$ cat config.mk
export PLATFORM = sky130hd
export DESIGN_NAME = multicore_mem_arbiter
export DESIGN_NICKNAME = d
export VERILOG_FILES = /design/src/rtl/cpu_types_pkg.sv /design/src/rtl/multicore_mem_arbiter_rr_picker.sv /design/src/rtl/multicore_mem_arbiter.sv
export SDC_FILE = /design/constraint.sdc
export NUM_CORES = 1
export LEC_CHECK = 0
export CORE_AREA = 2 2 169 171
export DETAILED_ROUTE_END_ITERATION = 12
export DIE_AREA = 0 0 171 173
export GPL_TIMING_DRIVEN = 0
export SYNTH_ARGS = -nofsm -noshare
export SYNTH_HDL_FRONTEND = slang
export SYNTH_HIERARCHICAL = 1
export SYNTH_SLANG_ARGS = --single-unit
$ cat constraint.sdc
create_clock -name CLK -period 2.3 [get_ports CLK]
set_clock_uncertainty 0.2 [all_clocks]
set_input_delay 0.69 -clock CLK [delete_from_list [all_inputs] [get_ports CLK]]
set_output_delay 0.69 -clock CLK [all_outputs]
set_load 0.05 [all_outputs]
$ cat src/rtl/cpu_types_pkg.sv
// Shared types for the multicore memory arbiter: RAM handshake state,
// arbiter FSM state, channel type, and a helper for index widths.
package cpu_types_pkg;

  typedef enum logic [1:0] {
    FREE   = 2'b00,
    BUSY   = 2'b01,
    ACCESS = 2'b10,
    ERROR  = 2'b11
  } ramstate_t;

  typedef enum logic {
    IDLE  = 1'b0,
    SERVE = 1'b1
  } arb_state_t;

  typedef enum logic {
    ARB_I = 1'b0,
    ARB_D = 1'b1
  } arb_type_t;

  // Width of an index into n items; never zero so n=1 still gets a 1-bit field.
  function automatic int idx_w(input int n);
    return (n > 1) ? $clog2(n) : 1;
  endfunction

endpackage

$ cat src/rtl/multicore_mem_arbiter_rr_picker.sv
// rr_picker: combinational rotating priority encoder. The first requester at
// or above ptr (wrapping modulo N) wins; outputs a one-hot grant and its index.
module rr_picker #(
  parameter int N  = 2,
  parameter int IW = 1
) (
  input  logic [N-1:0]  req,
  input  logic [IW-1:0] ptr,
  output logic [N-1:0]  gnt,
  output logic [IW-1:0] idx
);

  logic [2*N-1:0] rot;
  logic [IW-1:0]  off;
  logic           hit;
  logic [IW:0]    sum;

  // Rotate the doubled request vector so bit k is channel (ptr+k) mod N,
  // take the lowest set bit, then map the offset back to a channel index.
  always_comb begin
    rot = {req, req} >> ptr;
    off = '0;
    hit = 1'b0;
    for (int k = 0; k < N; k++) begin
      if (!hit && rot[k]) begin
        hit = 1'b1;
        off = IW'(k);
      end
    end
    sum = {1'b0, ptr} + {1'b0, off};
    if (sum >= (IW+1)'(N)) sum = sum - (IW+1)'(N);
    idx = hit ? sum[IW-1:0] : '0;
    gnt = hit ? (N'(1) << idx) : '0;
  end

endmodule

$ cat src/rtl/multicore_mem_arbiter.sv
// multicore_mem_arbiter: funnels each core's I and D cache channels onto one
// RAM port, one transaction outstanding, round-robin across cores with D
// beating I within a core. Optional macro CACHE_ARB_DATA_PRIORITY_EN makes any
// D request beat every I request, with the pointer advancing on D completions.
module multicore_mem_arbiter
  import cpu_types_pkg::*;
#(
  parameter int NCORES = 2,
  parameter int ADDR_W = 32,
  parameter int WORD_W = 32
) (
  input  logic                           CLK,
  input  logic                           RST,
  input  logic [NCORES-1:0]              iREN,
  input  logic [NCORES-1:0][ADDR_W-1:0]  iaddr,
  output logic [NCORES-1:0]              iwait,
  output logic [NCORES-1:0][WORD_W-1:0]  iload,
  input  logic [NCORES-1:0]              dREN,
  input  logic [NCORES-1:0]              dWEN,
  input  logic [NCORES-1:0][ADDR_W-1:0]  daddr,
  input  logic [NCORES-1:0][WORD_W-1:0]  dstore,
  output logic [NCORES-1:0]              dwait,
  output logic [NCORES-1:0][WORD_W-1:0]  dload,
  output logic [ADDR_W-1:0]              ramaddr,
  output logic                           ramREN,
  output logic                           ramWEN,
  output logic [WORD_W-1:0]              ramstore,
  input  logic [WORD_W-1:0]              ramload,
  input  ramstate_t                      ramstate
);

  localparam int IW = idx_w(NCORES);

  arb_state_t    state, state_nxt;
  logic [IW-1:0] rr_ptr, ptr_next;
  logic [IW-1:0] gnt_core, sel_core;
  arb_type_t     gnt_type, sel_type;
  logic          gnt_write;
  logic          sel_any, live_req, done, adv_ok;
  logic [NCORES-1:0] d_req;

  assign d_req = dREN | dWEN;

`ifdef CACHE_ARB_DATA_PRIORITY_EN
  logic [NCORES-1:0] d_gnt, i_gnt;
  logic [IW-1:0]     d_idx, i_idx;

  rr_picker #(.N(NCORES), .IW(IW)) u_d_pick (
    .req(d_req), .ptr(rr_ptr), .gnt(d_gnt), .idx(d_idx)
  );
  rr_picker #(.N(NCORES), .IW(IW)) u_i_pick (
    .req(iREN), .ptr(rr_ptr), .gnt(i_gnt), .idx(i_idx)
  );

  assign sel_any  = |d_gnt | |i_gnt;
  assign sel_type = (|d_gnt) ? ARB_D : ARB_I;
  assign sel_core = (|d_gnt) ? d_idx : i_idx;
  assign adv_ok   = (gnt_type == ARB_D);
`else
  logic [NCORES-1:0] core_gnt;

  rr_picker #(.N(NCORES), .IW(IW)) u_core_pick (
    .req(d_req | iREN), .ptr(rr_ptr), .gnt(core_gnt), .idx(sel_core)
  );

  assign sel_any  = |core_gnt;
  assign sel_type = (|(core_gnt & d_req)) ? ARB_D : ARB_I;
  assign adv_ok   = 1'b1;
`endif

  assign ptr_next = (gnt_core == IW'(NCORES-1)) ? '0 : gnt_core + 1'b1;

  // FSM state, latched grant and round-robin pointer.
  always_ff @(posedge CLK or posedge RST) begin
    if (RST) begin
      state     <= IDLE;
      rr_ptr    <= '0;
      gnt_core  <= '0;
      gnt_type  <= ARB_I;
      gnt_write <= 1'b0;
    end else begin
      state <= state_nxt;
      if (state == IDLE && sel_any) begin
        gnt_core  <= sel_core;
        gnt_type  <= sel_type;
        // dREN together with dWEN is served as a write.
        gnt_write <= (sel_type == ARB_D) && dWEN[sel_core];
      end
      if (done && adv_ok) rr_ptr <= ptr_next;
    end
  end

  // Next state and all outputs: RAM driven from the granted channel's live
  // inputs; a dropped request aborts without completing or advancing rr_ptr.
  always_comb begin
    state_nxt = state;
    iwait     = '1;
    dwait     = '1;
    iload     = '0;
    dload     = '0;
    ramaddr   = '0;
    ramREN    = 1'b0;
    ramWEN    = 1'b0;
    ramstore  = '0;
    done      = 1'b0;
    if (gnt_type == ARB_I) live_req = iREN[gnt_core];
    else                   live_req = gnt_write ? dWEN[gnt_core] : dREN[gnt_core];
    case (state)
      IDLE: if (sel_any) state_nxt = SERVE;
      SERVE: begin
        if (!live_req) begin
          state_nxt = IDLE;
        end else begin
          ramREN  = !gnt_write;
          ramWEN  = gnt_write;
          ramaddr = (gnt_type == ARB_I) ? iaddr[gnt_core] : daddr[gnt_core];
          if (gnt_type == ARB_D) ramstore = dstore[gnt_core];
          if (ramstate == ACCESS) begin
            done      = 1'b1;
            state_nxt = IDLE;
            if (gnt_type == ARB_I) begin
              iwait[gnt_core] = 1'b0;
              iload[gnt_core] = ramload;
            end else begin
              dwait[gnt_core] = 1'b0;
              dload[gnt_core] = ramload;
            end
          end
        end
      end
      default: state_nxt = IDLE;
    endcase
  end

endmodule

==> impl_metrics.tcl, run 1 <==
set metrics [dict create \
    status "finished with violations" \
    violations "setup timing" \
    drt_drc_violations_left 0 \
    crit_fanout 6 \
    worst_slack_ns -0.638 \
    cts.sinks 5 \
    wl_met3_mm 1.89 \
    drtPass1Iterations 4 \
    synthFlopType "dfrtp_1" \
    met1Wirelength_mm 8.37 \
    die_h_um 173 \
    core_area_um2 27600 \
    drt_iter0_markers 99 \
    async_flop_share_pct 100 \
    clk_latency_ns 0.23 \
    place_congestion 0.800 \
    place_area_um2 8550 \
    die_w_um 171 \
    antenna_left 0 \
    vdd_drop_max_mv 0.670 \
    period_share_pct 128 \
    routed.top_layer "met4" \
    rows 61 \
    period_needed_ns 2.94 \
    ys_types 38 \
    r2r_cells 7 \
    ys_warn_count 6 \
    fin_tns_setup_ns -106.16 \
    grt.overflow.total 0 \
    hp-start "rr_ptr$_DFFE_PP0P_" \
    drt_wl_total_mm 23.1 \
    antenna_cells 0 \
    rsz0062_at_grt "true" \
    grt_use_total_pct 13.6 \
    layout_common_cells "clkdlybuf4s50_1, buf_8, buf_6" \
    critPathKind "register to output port" \
    path_cells "buf_12 -> clkbuf_16 -> buf_6 -> and2b_4 -> clkbuf_16 -> clkbuf_16 -> and3_4 -> buf_8" \
    ios 432 \
    multiInputGateArea_um2 3620 \
    viasPerCell 3.91 \
    fin_util_pct 39.4 \
    hold_class "register to register" \
    nNetsFinal 1075 \
    cp-end-kind "output port" \
    relSlewSlack_pct 78.5 \
    fmax_mhz 340 \
    synth.avg_cell_area_um2 8.20 \
    maxCapViolCount 0 \
    drv_slew 0 \
    synthCells 347 \
    synth_edf_count 0 \
    crit_arrival_ns 2.05 \
    power_density_nw_per_um2 831 \
    wl_per_cell_um 19.0 \
    cts_tree "done" \
    numCtsBuffers 3 \
    final_common_cell "clkdlybuf4s50_1" \
    first_global_vias 4997 \
    grt_max_degree 12 \
    min_path_cells 2 \
    leakagePower_nw 4.41 \
    reg2reg_slack_ns 0.43 \
    r2r-start "gnt_core$_DFFE_PP0P_" \
    dieArea_um2 29600 \
    area_growth_pct 282 \
    ys_ff_latch 5 \
    stdcell_area_um2 10900 \
    wl_met2_mm 12.6 \
    synth_nets 581 \
    port_buffers 431 \
    syn_area_um2 2850 \
    critical-path-max-stage-delay_ns 0.43 \
    clkTransAtPathRegs_ns 0.03 \
    tightest_slew_ns 0.322 \
    dp_hpwl_mm 17.1 \
    ys_seq_area_share_pct 4.40 \
    setup_viol 198 \
    antenna_found_initial 0 \
    cts_root_buffer "clkbuf_16" \
    cts_max_level 1 \
    clk_path_buf_depth 2 \
    reg2reg_to "gnt_core$_DFFE_PP0P_" \
    path_common_cell "clkbuf_16" \
    grt_pass1_wl_mm 30.6 \
    vias 4764 \
    drive_gt1_share_pct 68.6 \
    hold_violations 0 \
    n_fill_cell 2644 \
    place_ws_ns -1.91 \
    hold_end "rr_ptr$_DFFE_PP0P_" \
    critPathRequiredTime_ns 1.41 \
    start_util_pct 10.3 \
    startpoint_type "register" \
    ff_latch_area_um2 128 \
    crit_slowest_cell "dfrtp_2" \
]
[cells by family after synthesis]
| group | share of synthesized area, % |
|---|---|
| buffers and inverters | 7.92 |
| muxes | 39.3 |
| and+or+nand+nor | 43.9 |
| DFF | 4.40 |
| AOI/OAI and AO/OA | 4.44 |
[flip-flops by register name, summed over array words and instances, names as in the netlist]
signal     flops
gnt_type       1
gnt_write      1
rr_ptr         1
state          1
gnt_core       1
[routing by layer]
layer	vias up	global-route usage [%]
met5	-	0
met4	0	2.12
met3	14	2.95
met2	251	26.4
met1	2266	15.0
li1	2233	-
[what timing repair did]
| action | in CTS | in global routing |
|---|---|---|
| pin swaps | 13 | 43 |
| gates resized for setup | 1546 | 245 |
| hold buffers | 0 | 0 |
| cloned | 17 | 8 |
| setup buffers | 24 | 16 |
| endpoints found under the setup margin | 203 | 200 |
[critical path: cells and delay by family (launching register included)]
family	cells	cell delay (ns)
buffers and inverters	6	0.87
and+or+nand+nor	2	0.52
DFF	1	0.43
[stage by stage]
stage,cells,hold slack [ns],total power [W]
after global routing,1218,0.382,0.00949
after detailed placement,1156,0.336,0.00645
after floorplan,347,0.269,0.00453
after global placement,1156,0.338,0.00645
after CTS,1201,0.341,0.00798
final,1218,0.343,0.00904
[cells in the mapped netlist (2+ instances only)]
library cell	count	share of area [%]
a21boi_0	2	0.53
and2_1	67	15
and3_1	64	14
buf_1	3	0.40
buf_2	11	1.9
buf_4	5	1.3
buf_6	3	1.2
clkbuf_1	15	2.0
dfrtp_1	5	4.4
inv_1	7	0.92
mux2i_1	35	12
mux4_2	32	25
nand2_1	5	0.66
nor2_1	33	4.4
nor2_2	2	0.44
nor2b_1	32	7.0
o21ai_0	4	0.70
or3_1	2	0.44
[report_power, final]
group / switching (W) / internal (W) / total, W
clock: 0.0000556 / 0.000230 / 0.000285
combinational: 0.00427 / 0.00427 / 0.00854
sequential: 0.0000785 / 0.000137 / 0.000216
total: 0.00440 / 0.00464 / 0.00904
[worst max path at each step]
| stage | start | endpoint |
|---|---|---|
| CTS | gnt_core$_DFFE_PP0P_ | ramaddr[15] |
| finish | gnt_core$_DFFE_PP0P_ | dload[8] |
| detailed placement | dREN[1] | dload[9] |
| floorplan | iREN[1] | ramaddr[10] |
| global placement | dREN[1] | dload[9] |
| global route | gnt_core$_DFFE_PP0P_ | dload[37] |
[final cells by class]
| cell class | count | share of cell area [%] |
|---|---|---|
| Sequential cell | 5 | 1.17 |
| Multi-Input combinational cell | 299 | 33.3 |
| Buffer | 35 | 5.48 |
| Timing Repair Buffer | 490 | 54.6 |
| Tap cell | 378 | 4.35 |
| Clock buffer | 4 | 0.724 |
| Inverter | 7 | 0.379 |
(Power assumes the default switching activity.)
==> run 2: changes to the inputs <==
HOLD_SLACK_MARGIN = 0.03   (was default)
==> results of run 2 <==
The final DEF is identical to that of run 1; final timing and power are the same.
==> edit 1: new RTL, config.mk and constraints of run 2 <==
Set the parameter `NCORES` to 1 (it was 2).
--- a/src/rtl/multicore_mem_arbiter.sv
+++ b/src/rtl/multicore_mem_arbiter.sv
@@ -5,7 +5,7 @@
 module multicore_mem_arbiter
   import cpu_types_pkg::*;
 #(
-  parameter int NCORES = 2,
+  parameter int NCORES = 1,
   parameter int ADDR_W = 32,
   parameter int WORD_W = 32
 ) (
Ports: changed (10 resized); port bits go from 432 to 267. No check against the original RTL was run, so the function may have changed too.
==> edit 1 against run 2 <==
- the run still ends with negative setup slack left
- synthesized area fell by 50%
- largest power group unchanged
- maximum frequency grew 3.8%
- die area unchanged
- largest cell class unchanged
- core utilization is 15 points lower
- design area down 39%
- register-to-register slack improved by 0.16 ns
- sequential cell count fell by 1
- routed wire length decreased by 48%
- via count is 41% lower
- final cell count shrank 26%
- setup slack better by 0.11 ns
- non-clock buffer count is 194 lower
- power down 35%
==> edit 1: results (changes against run 2) <==
* **number of nets in the synthesized netlist** 348, was 581
* **Register-to-Register Setup Slack** 0.59 ns, was 0.43 ns
* **wire length of the first global-routing pass** 16990 um, was 30590 um
* **final setup vio count** 132, was 198
* **met1 wire length** 4412 um, was 8365 um
* **vias post-DR** 2803, was 4764
* **routability congestion estimate from global placement** 0.6704, was 0.7998
* **number of global-route vias before repair** 2947, was 4997
* **detailed placement HPWL** 8908 um, was 17150 um
* **Port Buffer Count** 266, was 431
* **peak supply drop** 0.5865 mV, was 0.6699 mV
* **mean routed wirelength per cell** 13.32 um, was 18.99 um
* **Routed met3 length** 975 um, was 1893 um
* **worst-case setup margin in the final layout** -0.5314 ns, was -0.6378 ns
* **amount of wire on met2 after detailed routing** 6569 um, was 12640 um
* **Pleak** 2.653 nW, was 4.407 nW
* **deepest level of the CTS H-tree** 1, unchanged
* **1st-iter DRT viols** 32, was 99
* **result of the run** finished, violations left, unchanged
* **minimum setup slack after placement** -1.757 ns, was -1.905 ns
* **fraction of layout cells with a size suffix above 1** 0.6877, was 0.6857
* **cells after synthesis** 213, was 347
* **crit path max fanout** 5, was 6
* **largest net degree at the start of global routing** 11, was 12
* **failing checks** negative setup slack, unchanged
* **switching part of the total power** 0.5047, was 0.4871
* **number of nets in the final layout** 659, was 1075
* **routed via count divided by cell count** 3.114, was 3.911
* **number of cells after detailed placement** 857, was 1156
* **GRT Total Usage** 0.07410, was 0.1357
## edit 1: final cells by class
| type | instances | area (um2) |
|---|---|---|
| buffer | 22 | 310.3 |
| clock buffer | 3 | 75.07 |
| fill | 2963 | 21010 |
| inverter | 4 | 15.01 |
| multi-input combinational | 180 | 1772 |
| sequential | 4 | 100.1 |
| tap | 378 | 473.0 |
| timing repair buffer | 309 | 3877 |
## edit 1: power by group through the flow
stage                     Combinational [mW]  Sequential [mW]  Clock, mW
after global placement                  3.96            0.147          0
after detailed placement                3.97            0.147          0
final                                   5.41            0.156      0.272
after floorplan                         2.74            0.134          0
after CTS                               5.45            0.155      0.277
after global routing                    5.67            0.161      0.284
## edit 1: path summary, 6_finish.rpt
check / start / to / depth (start not counted)
setup / recovery: dREN / dload[12] / 8
hold / removal: gnt_core / gnt_core / 1
setup reg to reg: gnt_write / state / 6
hold reg to reg: gnt_core / gnt_core / 1
max in group asynchronous: RST / gnt_write / 2
min in group asynchronous: RST / gnt_type / 2
## edit 1: stage by stage
| step | hold slack [ns] | TNS [ns] | total power, mW | instance area, um2 |
|---|---|---|---|---|
| after floorplan | 0.2561 | -18.84 | 2.873 | 1988 |
| after global placement | 0.3272 | -200.92 | 4.106 | 5124 |
| after detailed placement | 0.3316 | -202.15 | 4.113 | 5124 |
| after CTS | 0.3392 | -54.05 | 5.881 | 6496 |
| after global routing | 0.3647 | -57.62 | 6.113 | 6623 |
| final | 0.3294 | -53.48 | 5.833 | 6623 |
## edit 1: timing repair
item | 4_1_cts | 5_1_grt
pin swaps | 29 | 20
buffers inserted | 21 | 17
resized for setup | 1095 | 66
gates cloned | 14 | 0
setup endpoints to repair | 132 | 132
## edit 1: layer usage
metal  global-route usage  vias up
li1                     -     1355
met4             0.006356        0
met5                    0        -
met3              0.01419        4
met1              0.08169     1292
met2               0.1485      152
## edit 1: worst max-delay path, cell delays in order
cell and delay, ns:
sky130_fd_sc_hd__buf_6 0.09, sky130_fd_sc_hd__mux2_4 0.30, sky130_fd_sc_hd__and3_4 0.20, sky130_fd_sc_hd__buf_12 0.14, sky130_fd_sc_hd__buf_12 0.12, sky130_fd_sc_hd__buf_8 0.12
sky130_fd_sc_hd__and2_4 0.14, sky130_fd_sc_hd__buf_12 0.14
==> edit 2: new RTL, flow settings as in run 2 <==
Without the edit above. Make the reset (`RST`) synchronous in one clocked block.
--- a/src/rtl/multicore_mem_arbiter.sv
+++ b/src/rtl/multicore_mem_arbiter.sv
@@ -71,7 +71,7 @@
   assign ptr_next = (gnt_core == IW'(NCORES-1)) ? '0 : gnt_core + 1'b1;
 
   // FSM state, latched grant and round-robin pointer.
-  always_ff @(posedge CLK or posedge RST) begin
+  always_ff @(posedge CLK) begin
     if (RST) begin
       state     <= IDLE;
       rr_ptr    <= '0;
Function: differs if RST is asserted again (counterexample within 4 cycles, from zero or initial values and one cycle with RST high); with RST held inactive, the same outputs for 4 cycles.
==> edit 2 against run 2 <==
- the run still ends with negative setup slack left
- setup slack better by 0.017 ns
- sequential cell count stayed put
- design area is 9.0% lower
- register-to-register slack worse by 0.09 ns
- maximum frequency is 0.60% higher
- die area stayed put
- routed wire length is 14% lower
- global-route usage is 1.4 points lower
- synthesized area is 3.2% lower
Power is left out: it rests on default switching activity, and per cell area and clock period it moved more than threefold.
==> edit 2: results (changes against run 2) <==
* **count of filler cells inserted in the layout** 2855, was 2644
* **worst max-slew margin expressed relative to the limit** 0.6927, was 0.7848
* **portion of the post-synthesis area used by sequential elements** 0.03633, was 0.04398
* **multiplexer share of the synthesized area** 0.4083, was 0.3931
* **wire length of the first global-routing pass** 27680 um, was 30590 um
* **routed via count divided by cell count** 3.755, was 3.911
* **amount of wire on met2 after detailed routing** 10440 um, was 12640 um
* **compound-gate portion of the synthesized area** 0.03179, was 0.04442
* **number of nets in the synthesized netlist** 576, was 581
* **slowest cell delay on critical path** 0.49 ns, was 0.43 ns
* **detailed placement HPWL** 16020 um, was 17150 um
* **fraction of layout cells with a size suffix above 1** 0.6512, was 0.6857
* **met1 wire length** 7384 um, was 8365 um
* **initial antenna violation count** 1, was 0
* **1st-iter DRT viols** 104, was 99
* **Worst path slowest cell** sky130_fd_sc_hd__mux4_2, was sky130_fd_sc_hd__dfrtp_2
* **Synth cell types** 32, was 38
* **Routed met3 length** 1654 um, was 1893 um
* **failing checks** negative setup slack, unchanged
* **Primary FF master, synth** sky130_fd_sc_hd__dfxtp_1, was sky130_fd_sc_hd__dfrtp_1
* **largest net degree at the start of global routing** 11, was 12
* **Data arrival, critical path** 2.03 ns, was 2.05 ns
* **Area contributors post-synth** sky130_fd_sc_hd__and2_1 (29%), sky130_fd_sc_hd__mux4_2 (27%), sky130_fd_sc_hd__mux2i_1 (13%), was sky130_fd_sc_hd__mux4_2 (25%), sky130_fd_sc_hd__and2_1 (15%), sky130_fd_sc_hd__and3_1 (14%)
* **minimum setup slack after placement** -2.170 ns, was -1.905 ns
* **worst-case setup margin in the final layout** -0.6203 ns, was -0.6378 ns
* **final setup vio count** 200, was 198
* **number of global-route vias before repair** 4624, was 4997
* **routability congestion estimate from global placement** 0.7849, was 0.7998
* **result of the run** finished, violations left, unchanged
edit 2: final cells by class:
cell class / count / area [um2] / area share
Inverter: 5 / 26.28 / 0.002654
Tap cell: 378 / 473.0 / 0.04777
Clock buffer: 3 / 75.07 / 0.007582
Timing Repair Buffer: 471 / 5275 / 0.5328
Antenna cell: 1 / 2.502 / 0.0002527
Clock inverter: 1 / 5.005 / 0.0005055
Sequential cell: 5 / 103.9 / 0.01049
Buffer: 31 / 516.7 / 0.05219
Multi-Input combinational cell: 301 / 3423 / 0.3458
edit 2: worst register-to-register path, stage by stage, from the launching register on:
cell and delay, ns:
sky130_fd_sc_hd__dfxtp_2 0.33, sky130_fd_sc_hd__buf_12 0.14, sky130_fd_sc_hd__buf_6 0.11, sky130_fd_sc_hd__mux2i_4 0.30
sky130_fd_sc_hd__o22ai_4 0.12, sky130_fd_sc_hd__buf_4 0.15, sky130_fd_sc_hd__o21ai_1 0.15, sky130_fd_sc_hd__mux2_2 0.34
edit 2: logic make-up (layout without fill, tap and decap cells):
| family | after synthesis | count (layout) |
|---|---|---|
| AOI/OAI and AO/OA | 14 | 14 |
| buffers and inverters | 36 | 511 |
| DFF | 5 | 5 |
| muxes | 71 | 71 |
| other | 0 | 1 |
| and+or+nand+nor | 216 | 216 |
edit 2: repair_timing:
item / in CTS / in global routing
buffers inserted: 19 / 12
gates resized for setup: 1281 / 286
endpoints found under the setup margin: 202 / 201
gates cloned: 3 / 9
pin swaps: 9 / 8
edit 2: per-layer routing:
layer,vias up,GRT usage
li1,2120,-
met1,2096,0.1388
met2,256,0.2272
met3,19,0.02724
met4,0,0.02754
met5,-,0
edit 2: final timing paths:
| check | from | end | slack (ns) |
|---|---|---|---|
| worst min-delay path | gnt_write | gnt_write | 0.37 |
| worst max register to register | gnt_core | rr_ptr | 0.34 |
| worst max-delay path | dWEN[1] | dload[31] | -0.62 |
| worst min register to register | gnt_write | gnt_write | 0.37 |
edit 2: stage by stage:
| step | utilization | hold slack [ns] | cell area [um2] | setup TNS (ns) | cells |
|---|---|---|---|---|---|
| after floorplan | - | 0.3082 | 3835 | -43.29 | 342 |
| after global routing | 0.3583 | 0.4132 | 9901 | -112.25 | 1196 |
| after global placement | 0.3121 | 0.3657 | 8622 | -357.52 | 1151 |
| final | 0.3583 | 0.3702 | 9901 | -99.78 | 1196 |
| after detailed placement | 0.3121 | 0.3783 | 8622 | -358.16 | 1151 |
| after CTS | 0.3357 | 0.3833 | 9275 | -114.43 | 1177 |
